$ cat src/rtl/stream_pkg.sv
// Shared types for the 1:2 packet demultiplexer: default widths, FSM encoding
// and the {last, data} beat stored in each output buffer.
package stream_pkg;

  localparam int DATA_W = 16;
  localparam int CNT_W  = 8;

  typedef enum logic [1:0] {
    IDLE   = 2'd0,
    ROUTE1 = 2'd1,
    ROUTE2 = 2'd2
  } state_t;

  typedef struct packed {
    logic              last;
    logic [DATA_W-1:0] data;
  } beat_t;

endpackage

$ cat src/rtl/stream_demux_1_2_16bit_if.sv
// Input stream plus both output streams of the demux; slave is the demux side,
// master is the side that sources input beats and consumes both outputs.
interface stream_demux_1_2_16bit_if #(
  parameter int DATA_W = stream_pkg::DATA_W
);

  logic [DATA_W-1:0] in_data;
  logic              in_valid;
  logic              in_last;
  logic              in_sel;
  logic              in_ready;

  logic [DATA_W-1:0] o1_data;
  logic              o1_valid;
  logic              o1_last;
  logic              o1_ready;

  logic [DATA_W-1:0] o2_data;
  logic              o2_valid;
  logic              o2_last;
  logic              o2_ready;

  modport slave (
    input  in_data, in_valid, in_last, in_sel, o1_ready, o2_ready,
    output in_ready, o1_data, o1_valid, o1_last, o2_data, o2_valid, o2_last
  );

  modport master (
    output in_data, in_valid, in_last, in_sel, o1_ready, o2_ready,
    input  in_ready, o1_data, o1_valid, o1_last, o2_data, o2_valid, o2_last
  );

endinterface

$ cat src/rtl/fifo2_16bit.sv
// Two-entry synchronous FIFO of {last, data} beats; the head entry drives the
// read outputs directly, so a beat written at edge N is readable after edge N.
module fifo2_16bit
  import stream_pkg::*;
(
  input  logic              clk,
  input  logic              rst,
  input  logic              wr_en,
  input  logic [DATA_W-1:0] wr_data,
  input  logic              wr_last,
  output logic              full,
  input  logic              rd_en,
  output logic [DATA_W-1:0] rd_data,
  output logic              rd_last,
  output logic              empty
);

  beat_t       mem [2];
  logic        wr_ptr;
  logic        rd_ptr;
  logic [1:0]  count;
  logic        wr;
  logic        rd;

  assign full  = (count == 2'd2);
  assign empty = (count == 2'd0);
  assign wr    = wr_en && !full;
  assign rd    = rd_en && !empty;

  // NOTE: the two storage entries are reset because the head entry is the
  // visible output data, which must read as zero straight out of reset.
  // NOTE: sequential state uses non-blocking assignments so every register
  // samples pre-edge values regardless of statement order.
  always_ff @(posedge clk or posedge rst) begin
    if (rst) begin
      mem[0] <= '0;
      mem[1] <= '0;
      wr_ptr <= 1'b0;
      rd_ptr <= 1'b0;
      count  <= 2'd0;
    end else begin
      if (wr) begin
        mem[wr_ptr] <= '{last: wr_last, data: wr_data};
        wr_ptr      <= !wr_ptr;
      end
      if (rd) rd_ptr <= !rd_ptr;
      if (wr && !rd)      count <= count + 2'd1;
      else if (rd && !wr) count <= count - 2'd1;
    end
  end

  assign rd_data = mem[rd_ptr].data;
  assign rd_last = mem[rd_ptr].last;

endmodule

$ cat src/rtl/stream_demux_1_2_16bit.sv
// Packet-level 1:2 stream demux: the destination is taken from in_sel on a
// packet's first beat and held until its last beat; each output has a 2-entry FIFO.
module stream_demux_1_2_16bit #(
  parameter int DATA_W = stream_pkg::DATA_W,
  parameter int CNT_W  = stream_pkg::CNT_W
) (
  input  logic                    clk,
  input  logic                    rst,
  stream_demux_1_2_16bit_if.slave bus,
  output logic [CNT_W-1:0]        pkt_cnt1,
  output logic [CNT_W-1:0]        pkt_cnt2,
  output logic                    busy
);

  import stream_pkg::*;

  state_t state;
  state_t state_n;
  logic   tgt;
  logic   in_ready;
  logic   accept;
  logic   full1, full2;
  logic   empty1, empty2;

  always_ff @(posedge clk or posedge rst) begin
    if (rst) state <= IDLE;
    else     state <= state_n;
  end

  // NOTE: every always_comb output gets a default first so no path leaves a
  // signal unassigned and infers a latch.
  always_comb begin
    state_n = state;
    case (state)
      ROUTE1:  tgt = 1'b0;
      ROUTE2:  tgt = 1'b1;
      default: tgt = bus.in_sel;
    endcase
    // Only the FIFO of the locked (or about-to-be-locked) destination can stall input.
    in_ready = !rst && !(tgt ? full2 : full1);
    accept   = bus.in_valid && in_ready;
    if (accept) begin
      if (bus.in_last) state_n = IDLE;
      else             state_n = tgt ? ROUTE2 : ROUTE1;
    end
  end

  assign bus.in_ready = in_ready;
  assign busy         = (state != IDLE);

  always_ff @(posedge clk or posedge rst) begin
    if (rst) begin
      pkt_cnt1 <= '0;
      pkt_cnt2 <= '0;
    end else if (accept && bus.in_last) begin
      if (tgt) pkt_cnt2 <= pkt_cnt2 + 1'b1;
      else     pkt_cnt1 <= pkt_cnt1 + 1'b1;
    end
  end

  fifo2_16bit u_fifo1 (
    .clk     (clk),
    .rst     (rst),
    .wr_en   (accept && !tgt),
    .wr_data (bus.in_data),
    .wr_last (bus.in_last),
    .full    (full1),
    .rd_en   (bus.o1_ready),
    .rd_data (bus.o1_data),
    .rd_last (bus.o1_last),
    .empty   (empty1)
  );

  fifo2_16bit u_fifo2 (
    .clk     (clk),
    .rst     (rst),
    .wr_en   (accept && tgt),
    .wr_data (bus.in_data),
    .wr_last (bus.in_last),
    .full    (full2),
    .rd_en   (bus.o2_ready),
    .rd_data (bus.o2_data),
    .rd_last (bus.o2_last),
    .empty   (empty2)
  );

  assign bus.o1_valid = !empty1;
  assign bus.o2_valid = !empty2;

endmodule

$ cat src/flat_wrapper.sv
// flat-port wrapper written by rule: the top's interface ports become plain ports
module stream_demux_1_2_16bit_flat import stream_pkg::*;
#(
  parameter int DATA_W = stream_pkg::DATA_W,
  parameter int CNT_W  = stream_pkg::CNT_W
)
  (clk, rst, pkt_cnt1, pkt_cnt2, busy, bus_in_data, bus_in_valid, bus_in_last, bus_in_sel, bus_o1_ready, bus_o2_ready, bus_in_ready, bus_o1_data, bus_o1_valid, bus_o1_last, bus_o2_data, bus_o2_valid, bus_o2_last);
  stream_demux_1_2_16bit_if #(.DATA_W(DATA_W)) bus_i ();
  input  logic clk;
  input  logic rst;
  output logic [CNT_W-1:0] pkt_cnt1;
  output logic [CNT_W-1:0] pkt_cnt2;
  output logic busy;
  input wire logic [$bits(bus_i.in_data)-1:0] bus_in_data;
  input wire logic [$bits(bus_i.in_valid)-1:0] bus_in_valid;
  input wire logic [$bits(bus_i.in_last)-1:0] bus_in_last;
  input wire logic [$bits(bus_i.in_sel)-1:0] bus_in_sel;
  input wire logic [$bits(bus_i.o1_ready)-1:0] bus_o1_ready;
  input wire logic [$bits(bus_i.o2_ready)-1:0] bus_o2_ready;
  output wire logic [$bits(bus_i.in_ready)-1:0] bus_in_ready;
  output wire logic [$bits(bus_i.o1_data)-1:0] bus_o1_data;
  output wire logic [$bits(bus_i.o1_valid)-1:0] bus_o1_valid;
  output wire logic [$bits(bus_i.o1_last)-1:0] bus_o1_last;
  output wire logic [$bits(bus_i.o2_data)-1:0] bus_o2_data;
  output wire logic [$bits(bus_i.o2_valid)-1:0] bus_o2_valid;
  output wire logic [$bits(bus_i.o2_last)-1:0] bus_o2_last;
  assign bus_i.in_data = bus_in_data;
  assign bus_i.in_valid = bus_in_valid;
  assign bus_i.in_last = bus_in_last;
  assign bus_i.in_sel = bus_in_sel;
  assign bus_i.o1_ready = bus_o1_ready;
  assign bus_i.o2_ready = bus_o2_ready;
  assign bus_in_ready = bus_i.in_ready;
  assign bus_o1_data = bus_i.o1_data;
  assign bus_o1_valid = bus_i.o1_valid;
  assign bus_o1_last = bus_i.o1_last;
  assign bus_o2_data = bus_i.o2_data;
  assign bus_o2_valid = bus_i.o2_valid;
  assign bus_o2_last = bus_i.o2_last;
  stream_demux_1_2_16bit #(.DATA_W(DATA_W), .CNT_W(CNT_W)) u_core (.clk(clk), .rst(rst), .bus(bus_i), .pkt_cnt1(pkt_cnt1), .pkt_cnt2(pkt_cnt2), .busy(busy));
endmodule
$ cat config.mk
export PLATFORM = sky130hd
export DESIGN_NAME = stream_demux_1_2_16bit_flat
export DESIGN_NICKNAME = d
export VERILOG_FILES = /design/src/rtl/stream_pkg.sv /design/src/rtl/stream_demux_1_2_16bit_if.sv /design/src/rtl/fifo2_16bit.sv /design/src/rtl/stream_demux_1_2_16bit.sv /design/src/flat_wrapper.sv
export SDC_FILE = /design/constraint.sdc
export NUM_CORES = 1
export LEC_CHECK = 0
export CAP_MARGIN = 25
export CELL_PAD_IN_SITES_DETAIL_PLACEMENT = 0
export CELL_PAD_IN_SITES_GLOBAL_PLACEMENT = 1
export CORE_MARGIN = 3
export CORE_UTILIZATION = 40
export DETAILED_ROUTE_END_ITERATION = 16
export PLACE_DENSITY_LB_ADDON = 0.1
export REMOVE_ABC_BUFFERS = 1
export SYNTH_ARGS = -nofsm -noshare
export SYNTH_HDL_FRONTEND = slang
export SYNTH_SLANG_ARGS = --single-unit
$ cat constraint.sdc
create_clock -name clk -period 3.3 [get_ports clk]
set_input_delay 0.495 -clock clk [delete_from_list [all_inputs] [get_ports clk]]
set_output_delay 0.495 -clock clk [all_outputs]
set_load 0.01 [all_outputs]
### Word level (Yosys, flattened, before mapping)

Cells that the tools add are included.

| storage, ports and cells | value |
|---|---|
| word-level logic and storage cells | 95 |
| flip-flop bits (word level) | 94 |

| cells by class | value |
|---|---|
| equal/unequal tests | 4 |
| multiplexer cells | 20 |
| add/sub/neg operators | 6 |
| magnitude comparators | 6 |
| bitwise gates (word level) | 5 |
| reductions and logical operators | 37 |

Operators with widths:

| operator | count |
|---|---|
| two-way mux 17 bit | 8 |
| bitwise mux 34 bit | 2 |
| demux 17 bit (select 1 bit) | 2 |
| adder 8 x 1 -> 8 bit, second input constant | 2 |
| logical AND 1 bit | 15 |
| zero test 1 bit | 15 |
| two-way mux 2 bit | 6 |
| >= comparator 2 bit, second input constant | 4 |
| inverter 1 -> 2 bit | 4 |
| == test 2 bit, second input constant | 3 |
| nonzero test 2 bit | 3 |
| adder 2 x 1 -> 2 bit, second input constant | 2 |
| zero test 2 bit | 2 |
| < comparator 2 x 1 -> 1 bit, second input constant | 2 |
| AND reduction 2 bit | 2 |
| subtractor 2 x 1 -> 2 bit, second input constant | 2 |
| == test 2 x 1 -> 1 bit, second input constant | 1 |
| one-hot mux 1 bit (2 select lines) | 1 |
| two-way mux 1 bit | 1 |
| inverter 1 bit | 1 |

### Depth between registers and ports, before layout

| depth | value |
|---|---|
| word-level depth | 12 |
| mapped depth | 10 |
| mapped depth without buffers | 9 |

### By module

Synthesis repeated with hierarchy kept, for this count alone.

| second synthesis, totals | value |
|---|---|
| cell total of the unflattened synthesis | 308 |
| area, all modules | 4297.9 um2 |

Modules (own cells, without submodules):

| module | cells an instance | times used | seq. area each (um2) | area each (um2) |
|---|---|---|---|---|
| fifo2_16bit | 109 | 2 | 950.9 | 1677.9 |
| stream_demux_1_2_16bit | 90 | 1 | 450.4 | 942.2 |

### Worst setup path after synthesis

No wires, ideal clock.

| path | value |
|---|---|
| kind | register -> register |
| start point | reg u_core.state[0] |
| end point | reg u_core.u_fifo2.mem[17] (netlist name) |
| required time | 3.175 ns |
| setup time | 0.125 ns |
| arrival time | 2.010 ns |
| clock period less this slack | 2.135 ns |
| stages on the path, launching flop included | 9 |
| path slack | 1.165 ns |
| cells stage by stage | dfrtp_1 > inv_1 > ha_1 > mux2i_1 > or3b_1 > buf_6 > nor2_8 > buf_4 > mux2_2 |

| between the ends | value |
|---|---|
| cells in the longest elaborated chain, start to end | 8 |

RTL lines:

| element | RTL line | source |
|---|---|---|
| from (decl) | stream_demux_1_2_16bit.sv:17 | `state_t state;` |
| from (signal assigned) | stream_demux_1_2_16bit.sv:27 | `else state <= state_n;` |
| == test 2 bit or == test 2 x 1 -> 1 bit (tied branches) | stream_demux_1_2_16bit.sv:34 | `case (state)` |
| one-hot mux 1 bit (2 select lines) * | stream_demux_1_2_16bit.sv:34 |  |
| two-way mux 1 bit | stream_demux_1_2_16bit.sv:40 | `in_ready = !rst && !(tgt ? full2 : full1);` |
| zero test 1 bit | stream_demux_1_2_16bit.sv:40 |  |
| logical AND 1 bit | stream_demux_1_2_16bit.sv:40 |  |
| logical AND 1 bit | stream_demux_1_2_16bit.sv:41 | `accept = bus.in_valid && in_ready;` |
| logical AND 1 bit * | stream_demux_1_2_16bit.sv:77 | `.wr_en (accept && tgt),` |
| logical AND 1 bit * | fifo2_16bit.sv:27 | `assign wr = wr_en && !full;` |
| to (signal, indexed assignment) | fifo2_16bit.sv:43 | `mem[wr_ptr] <= '{last: wr_last, data: wr_data};` |
| to (decl) | fifo2_16bit.sv:18 | `beat_t mem [2];` |

Mark *: on every way between the ends. The rest lies on a longest branch, timed or not.
A chain may end at the register's enable or synchronous reset.

### Worst setup path in the final report

| path | value |
|---|---|
| start point | reg u_core.u_fifo2.rd_ptr |
| end point | out bus_o2_last |

| between the ends | value |
|---|---|
| cells in the longest elaborated chain, start to end | 4 |

RTL lines:

| element | RTL line | source |
|---|---|---|
| from (decl) | fifo2_16bit.sv:20 | `logic rd_ptr;` |
| from (signal assigned) | fifo2_16bit.sv:46 | `if (rd) rd_ptr <= !rd_ptr;` |
| inverter 1 -> 2 bit (implied by the code) | fifo2_16bit.sv:53 | `assign rd_last = mem[rd_ptr].last;` |
| two-way mux 17 bit (implied by the code) (3 in a row) | fifo2_16bit.sv:53 |  |
| to (decl) | flat_wrapper.sv:26 | `output wire logic [$bits(bus_i.o2_last)-1:0] bus_o2_last;` |

No other way between the ends. The select of a mux whose other input is x is not followed.

==> results.cfg <==
[run_status]
status = completed

[critical_path]
reg2reg_from = u_core.state[0]
critPathKind = flop to primary output
endpoint_kind = primary output
start_kind = flop
cp_max_fo = 18
crit_required_ns = 2.80
rrSetupSlack_ns = 0.89
r2r-end = u_core.u_fifo2.mem[33]
ff2ff_path_depth = 6
cp.arrival_ns = 2.19

[sta]
finalMaxSlewViolations = 0
fin_worst_skew_ns = 0.01254
slew_headroom = 0.4273
tightestPinTransition_ns = 0.8591
setup_viol = 0
hold_viol_final = 0
min_period_ns = 2.684
rsz0062_at_grt = false
setup_tns_ns = 0
fmax_mhz = 372.5
hold_slack_ns = 0.4734
fin_crit_sh = 0.8135

[die]
floorplan.die.height_um = 109.0
start_util = 0.4223
num_rows = 36
die_area_sq_um = 11880
die_w_um = 109.0
pin_count = 77
coreArea_sq_um = 10040

[yosys]
ys_ff_latch = 94
synth_area_leaders = dfrtp_1, mux2_2, mux2_4
yosysTopAreaCell = dfrtp_1
synthArstFlopShare = 1.000
synth_warnings = 0
ys_seq_area_frac = 0.5546
synthTopCellsByCount = dfrtp_1, mux2_2, xnor2_1
synth_edf_count = 0
synth_ff_type = dfrtp_1
syn-cell-area_sq_um = 4242
synth_cell_types = 33
synth_top_cell_area_share = 0.5546
synth.avg_cell_area_sq_um = 14.63
syn-instance-count = 290

[global_route]
grt_max_degree = 59
antenna_found_initial = 0
grt_pass1_wl_um = 14010
grt_usage = 0.1536
overflow = 0
first_global_vias = 2726

[cells_and_area]
antennaDiodeCount = 0
final_nets = 401
fillCellCount = 870
layout-drive-gt1-share = 0.3528
syn2layout_area_growth_pct = 25.40

[clock_tree]
cts_inserted_buffers = 9
htree_levels = 3
clk_path_buf_depth = 2
tritoncts = done
clkLatencyLatePin_ns = 0.36
path_clk_slew_ns = 0.09
hold_buffers = 0
postCtsSetupRepairBufs = 0
ctsResizeCount = 0
clock-root-buffer = clkbuf_8
cts.sinks = 94

[power_and_ir_drop]
p_per_area_nw_per_um2 = 954.8
ir_worst_vdd_uv = 504.8
p_leak_nw = 2.340
total_power_mw = 5.079

[route]
ant_nets = 0
drt-wirelength-per-cell_um = 16.11
drc = 0
drt-vias-per-instance = 4.929
routed_wl_um = 8218
drtIter0Drc = 71
via_count = 2514
first_pass_iters = 4

[placed_design]
gp_congestion = 0.7015
io_buffers = 76
hpwl_um = 5460

[hold_path]
worstHoldPathCells = 1
holdPathEnd = u_core.pkt_cnt2[7]
min_path_type = flop to flop
min_from = u_core.pkt_cnt2[7]

[job]
cap_viol_max_count = 0
[per-stage QoR]
stage | worst slack, ns | instances | instance area, sq um | utilization
after CTS | 0.5559 | 510 | 5319 | 0.5295
after global placement | 0.6226 | 494 | 5129 | 0.5106
after detailed placement | 0.6064 | 494 | 5129 | 0.5106
after floorplan | 0.3563 | 280 | 4161 | -
final | 0.6156 | 510 | 5319 | 0.5295
after global routing | 0.4992 | 510 | 5319 | 0.5295
[power by group]
| part | internal, mW | switching (mW) | total [mW] |
|---|---|---|---|
| clock network | 0.350 | 0.397 | 0.747 |
| logic | 1.48 | 0.805 | 2.29 |
| registers | 1.67 | 0.379 | 2.05 |
| total | 3.50 | 1.58 | 5.08 |
[layer usage]
layer,GRT usage,share of wire,wire length [um]
met1,0.2057,0.46,3781
met4,0.04328,0.010,85
met3,0.04855,0.042,347
met2,0.2404,0.49,4005
met5,0,0,0
[registers in the layout (all words and copies together), names as in the netlist]
name                   count
u_core.u_fifo1.rd_ptr      1
u_core.u_fifo2.wr_ptr      1
u_core.u_fifo2.rd_ptr      1
u_core.u_fifo2.mem        34
u_core.pkt_cnt2            8
u_core.u_fifo1.wr_ptr      1
u_core.u_fifo1.count       2
u_core.u_fifo1.mem        34
u_core.u_fifo2.count       2
u_core.pkt_cnt1            8
u_core.state               2
[placed cells by master (no fill, tap or decap), types with 2 or more instances in the layout]
cell type	n
buf_4	5
clkbuf_8	9
clkdlybuf4s50_1	76
clkinv_2	3
clkinv_4	2
dfrtp_1	94
ha_1	6
inv_1	3
mux2_2	94
mux2_4	10
nand2_1	8
nand3_1	3
nand4_1	7
nor2_1	8
nor2b_1	2
nor3_1	3
o2bb2ai_1	2
or2_2	2
xnor2_1	13
xor2_1	11
[worst max path at each step]
stage / cells past startpoint / endpoint / slack (ns) / startpoint
global route: 2 / bus_o2_data[0] / 0.50 / u_core.u_fifo2.rd_ptr
finish: 2 / bus_o2_last / 0.62 / u_core.u_fifo2.rd_ptr
detailed placement: 5 / u_core.u_fifo2.mem[19] / 0.61 / rst
floorplan: 1 / u_core.pkt_cnt1[0] / 0.36 / rst
global placement: 5 / u_core.u_fifo2.mem[28] / 0.62 / rst
CTS: 2 / bus_o2_data[4] / 0.56 / u_core.u_fifo2.rd_ptr
[worst max-delay path, stage by stage (launching register included)]
cell	delay, ns
dfrtp_1	0.91
mux2_2	0.42
clkdlybuf4s50_1	0.50
[kinds of logic (layout without fill, tap and decap cells)]
kind of cell | count (synthesis) | count (layout) | share of synthesized area
buf+inv | 16 | 103 | 0.02596
fa+ha+maj | 6 | 6 | 0.01770
simple gates | 42 | 42 | 0.05959
xor+xnor | 24 | 24 | 0.04956
compound gates | 3 | 3 | 0.005309
flops | 94 | 94 | 0.5546
mux | 105 | 105 | 0.2873
[area by class of cell]
type,instances,area (sq um),share of cell area
clock inverters,6,62.56,0.01176
inverters,6,32.53,0.006116
flip-flops and latches,94,2352,0.4422
well taps,133,166.4,0.03129
clock buffers,10,127.6,0.02399
multi-input cells,180,1779,0.3345
repair buffers,81,798.3,0.1501
No activity file was read; power rests on OpenSTA's default activity.
==> variant 1 (config.mk and constraints unchanged) <==
Re-encode `state_t` (3 states) as one-hot, 3 bits wide.
--- a/src/rtl/stream_pkg.sv
+++ b/src/rtl/stream_pkg.sv
@@ -5,10 +5,10 @@
   localparam int DATA_W = 16;
   localparam int CNT_W  = 8;
 
-  typedef enum logic [1:0] {
-    IDLE   = 2'd0,
-    ROUTE1 = 2'd1,
-    ROUTE2 = 2'd2
+  typedef enum logic [2:0] {
+    IDLE   = 3'b001,
+    ROUTE1 = 3'b010,
+    ROUTE2 = 3'b100
   } state_t;
 
   typedef struct packed {
Function: same outputs for any inputs over 4 cycles, from zero or initial values and one cycle with rst high; so few cycles prove little.
==> variant 1 against the original RTL <==
  * Worst setup slack got worse by 0.15 ns
  * Wire length rose by 9.7%
  * Power rose by 2.7%
  * Fmax fell by 5.2%
  * Cell area rose by 3.6%
  * Synthesized cell count rose by 6.2%
  * Synthesized area rose by 4.5%
  * Sequential share of layout area fell by 1.1 points
  * Sequential cell count rose by 1
==> variant 1: results (changes against the original RTL) <==
- Outcome: complete, no violations (unchanged)
- Final wirelength: 9019 µm (was 8218 µm)
- Family with the most delay on the worst path: buffers and inverters (was flip-flops)
- Total met2 wirelength after detailed routing: 4267 µm (was 4005 µm)
- Final net count: 416 (was 401)
- Mapped Cells: 308 (was 290)
- Worst Setup EP: bus_in_ready (was bus_o2_last)
- Start point of the worst hold path: u_core.pkt_cnt1[7]$_DFFE_PP0P_ (was u_core.pkt_cnt2[7]$_DFFE_PP0P_)
- Worst-path maximum fanout: 6 (was 18)
- Violation count after the first detailed-routing iteration: 98 (was 71)
- Leakage dissipation: 2.369 nW (was 2.340 nW)
- Number of unique standard cell types used by synthesis: 44 (was 33)
- Final standard cell utilization of the core: 0.5220 (was 0.5295)
- Crit path from: bus_in_sel (was u_core.u_fifo2.rd_ptr$_DFFE_PP0P_)
- Pre-CTS setup slack: 0.4464 ns (was 0.6064 ns)
- Max stage delay on crit path: 0.61 ns (was 0.91 ns)
- Total cell area at the placement stage: 5338 µm² (was 5129 µm²)
- Synth top area cells: dfrtp_1 (53%), mux2_2 (21%), mux2_4 (6.8%) (was dfrtp_1 (55%), mux2_2 (25%), mux2_4 (3.5%))
- Worst hold slack: 0.4830 ns (was 0.4734 ns)
- Routability cong.: 0.7622 (was 0.7015)
- Global-route wire length before repair: 15,080 µm (was 14,010 µm)
- Met3 track demand over resource in global routing: 0.03330 (was 0.04855)
- Skew final: 0.01397 ns (was 0.01254 ns)
- Length in cells of the worst reg-to-reg path: 4 (was 6)
- Highest-delay cell along the critical path: clkdlybuf4s50_1 (was dfrtp_1)
- Highest Clock Rate: 353.2 MHz (was 372.5 MHz)
- Final non-filler cell total: 530 (was 510)
- Share of layout cells above drive strength 1: 0.3477 (was 0.3528)
- Sequential fraction of the synthesis area: 0.5366 (was 0.5546)
- Fraction of met1 tracks used by global routing: 0.2071 (was 0.2057)
- Filler Cell Count: 917 (was 870)
- Setup slack on the worst flop-to-flop path: 0.97 ns (was 0.89 ns)
- Cell count after placement: 514 (was 494)
variant 1: area by class of cell:
cell class,count,share of cell area
sequential,95,0.4317
clock buffer,10,0.02316
clock inverter,6,0.008174
tap,136,0.03088
timing repair buffer,82,0.1485
multi-input combinational,199,0.3558
inverter,2,0.001817
variant 1: kinds of logic (layout without fill, tap and decap cells):
family / count (synthesis) / in the layout / share of synthesized area
compound gates: 20 / 20 / 0.03613
xor+xnor: 24 / 24 / 0.04742
fa+ha+maj: 4 / 4 / 0.01129
buf+inv: 14 / 100 / 0.02117
flops: 95 / 95 / 0.5366
mux: 104 / 104 / 0.2811
simple gates: 47 / 47 / 0.06633
variant 1: worst reg2reg max path, delay by kind of cell (launching register included):
kind            cells  cell delay [ns]
simple gates        1             0.07
compound gates      2             1.10
flops               1             0.62
mux                 1             0.43
variant 1: report_power, final:
group	switching (W)	internal, W	leakage, nW
registers	0.000361	0.00169	1.17
clock network	0.000409	0.000277	0.0789
logic	0.000915	0.00156	1.12
==> variant 2 (config.mk and constraints unchanged) <==
Without the edit above. Set the package constant `CNT_W` to 12 (it was 8).
--- a/src/rtl/stream_pkg.sv
+++ b/src/rtl/stream_pkg.sv
@@ -3,7 +3,7 @@
 package stream_pkg;
 
   localparam int DATA_W = 16;
-  localparam int CNT_W  = 8;
+  localparam int CNT_W  = 12;
 
   typedef enum logic [1:0] {
     IDLE   = 2'd0,
Ports: changed (resized pkt_cnt1 and pkt_cnt2); port bits go from 77 to 85. No check against the original RTL was run, so the function may have changed too.
==> variant 2 against the original RTL <==
  * Clock power rose by 46%
  * Synthesized cell count increased by 12%
  * Largest cell class unchanged
  * Count of clock-buffer cells in the layout is 2 higher
  * Worst setup slack worse by 0.23 ns
  * Global-route usage fell by 0.070 points
  * Synthesized area up 12%
  * Sequential cell count grew 8
  * Power grew 14%
  * Cell area up 14%
  * Critical path depth increased by 4
  * Worst hold slack better by 0.00095 ns
  * Wire length is 15% higher
  * Via count up 11%
==> variant 2: results (changes against the original RTL) <==
- Outcome: complete, no violations (unchanged)
- Mapped Cells: 324 (was 290)
- Start point of the worst hold path: u_core.pkt_cnt1[11]$_DFFE_PP0P_ (was u_core.pkt_cnt2[7]$_DFFE_PP0P_)
- Global-route usage over all layers: 0.1529 (was 0.1536)
- Worst hold slack: 0.4743 ns (was 0.4734 ns)
- Met3 track demand over resource in global routing: 0.04895 (was 0.04855)
- Worst-Margin Slew: 0.7554 ns (was 0.8591 ns)
- Violation count after the first detailed-routing iteration: 108 (was 71)
- Synth top area cells: dfrtp_1 (54%), mux2_2 (17%), mux2_4 (9.8%) (was dfrtp_1 (55%), mux2_2 (25%), mux2_4 (3.5%))
- Total routed wire length on the met1 layer: 4504 µm (was 3781 µm)
- Total met2 wirelength after detailed routing: 4393 µm (was 4005 µm)
- Number of unique standard cell types used by synthesis: 30 (was 33)
- Number of global-route vias before repair: 2,972 (was 2,726)
- Overall via count from detail_route: 2,786 (was 2,514)
- Highest Clock Rate: 343.0 MHz (was 372.5 MHz)
- Total cell area at the placement stage: 5756 µm² (was 5129 µm²)
- Power attributed to the clock group: 0.00109 W (was 0.000747 W)
- Sum of net half-perimeters after detailed placement: 6407 µm (was 5460 µm)
- Worst Setup EP: bus_in_ready (was bus_o2_last)
- Commonest cells post-synth: dfrtp_1 (102), mux2_2 (73), mux2_4 (31) (was dfrtp_1 (94), mux2_2 (94), xnor2_1 (13))
- PortBufs: 84 (was 76)
- Worst-path maximum fanout: 5 (was 18)
- Share of layout cells above drive strength 1: 0.3294 (was 0.3528)
- Global-route wire length before repair: 15,810 µm (was 14,010 µm)
- Reg-to-reg critical path startpoint: u_core.state[1]$_DFFE_PP0N_ (was u_core.state[0]$_DFFE_PP0N_)
- Final wirelength: 9458 µm (was 8218 µm)
- Reported combinational group power: 0.00254 W (was 0.00229 W)
- Area share of fa/ha/maj cells after synthesis: 0.01582 (was 0.01770)
- Leakage dissipation: 2.673 nW (was 2.340 nW)
- Clock latency on the worst-skew pair: 0.34 ns (was 0.36 ns)
- Total length of routed met3 wires: 480 µm (was 347 µm)
- Fraction of met1 tracks used by global routing: 0.2162 (was 0.2057)
- Clk root buf: clkbuf_16 (was clkbuf_8)
- Skew final: 0.004457 ns (was 0.01254 ns)
- Routed length per instance: 16.83 µm (was 16.11 µm)
- Synthesized-area fraction occupied by ao, oa, aoi and oai cells: 0.006327 (was 0.005310)
- Fraction of synthesized cell area in xor and xnor cells: 0.05906 (was 0.04956)
- Cell count after placement: 546 (was 494)
- Final net count: 443 (was 401)
- Pre-CTS setup slack: 0.5506 ns (was 0.6064 ns)
==> variant 2: cell types whose count changed after synthesis, moves of 3 or more <==
cell	change
and2_1	+3
and3_1	+6
dfrtp_1	+8
mux2_2	-21
mux2_4	+21
nand3_1	+6
nor2_1	-5
nor4_4	+3
o21ai_0	+4
xnor2_1	+9
==> variant 2: worst max-delay path, cell delays in order, from the launching register on <==
cell and delay (ns):
dfrtp_1 0.39, inv_1 0.06, ha_1 0.33, mux2i_2 0.53, and2_1 0.23, nor3_1 0.06
clkdlybuf4s50_1 0.49
==> variant 2: layout make-up <==
| class | count | area [µm²] |
|---|---|---|
| Fill cell | 1026 | 5450 |
| Sequential cell | 102 | 2552 |
| Multi-Input combinational cell | 206 | 2101 |
| Timing Repair Buffer | 91 | 905.9 |
| Clock buffer | 12 | 256.5 |
| Tap cell | 143 | 178.9 |
| Clock inverter | 4 | 53.80 |
| Inverter | 4 | 17.52 |
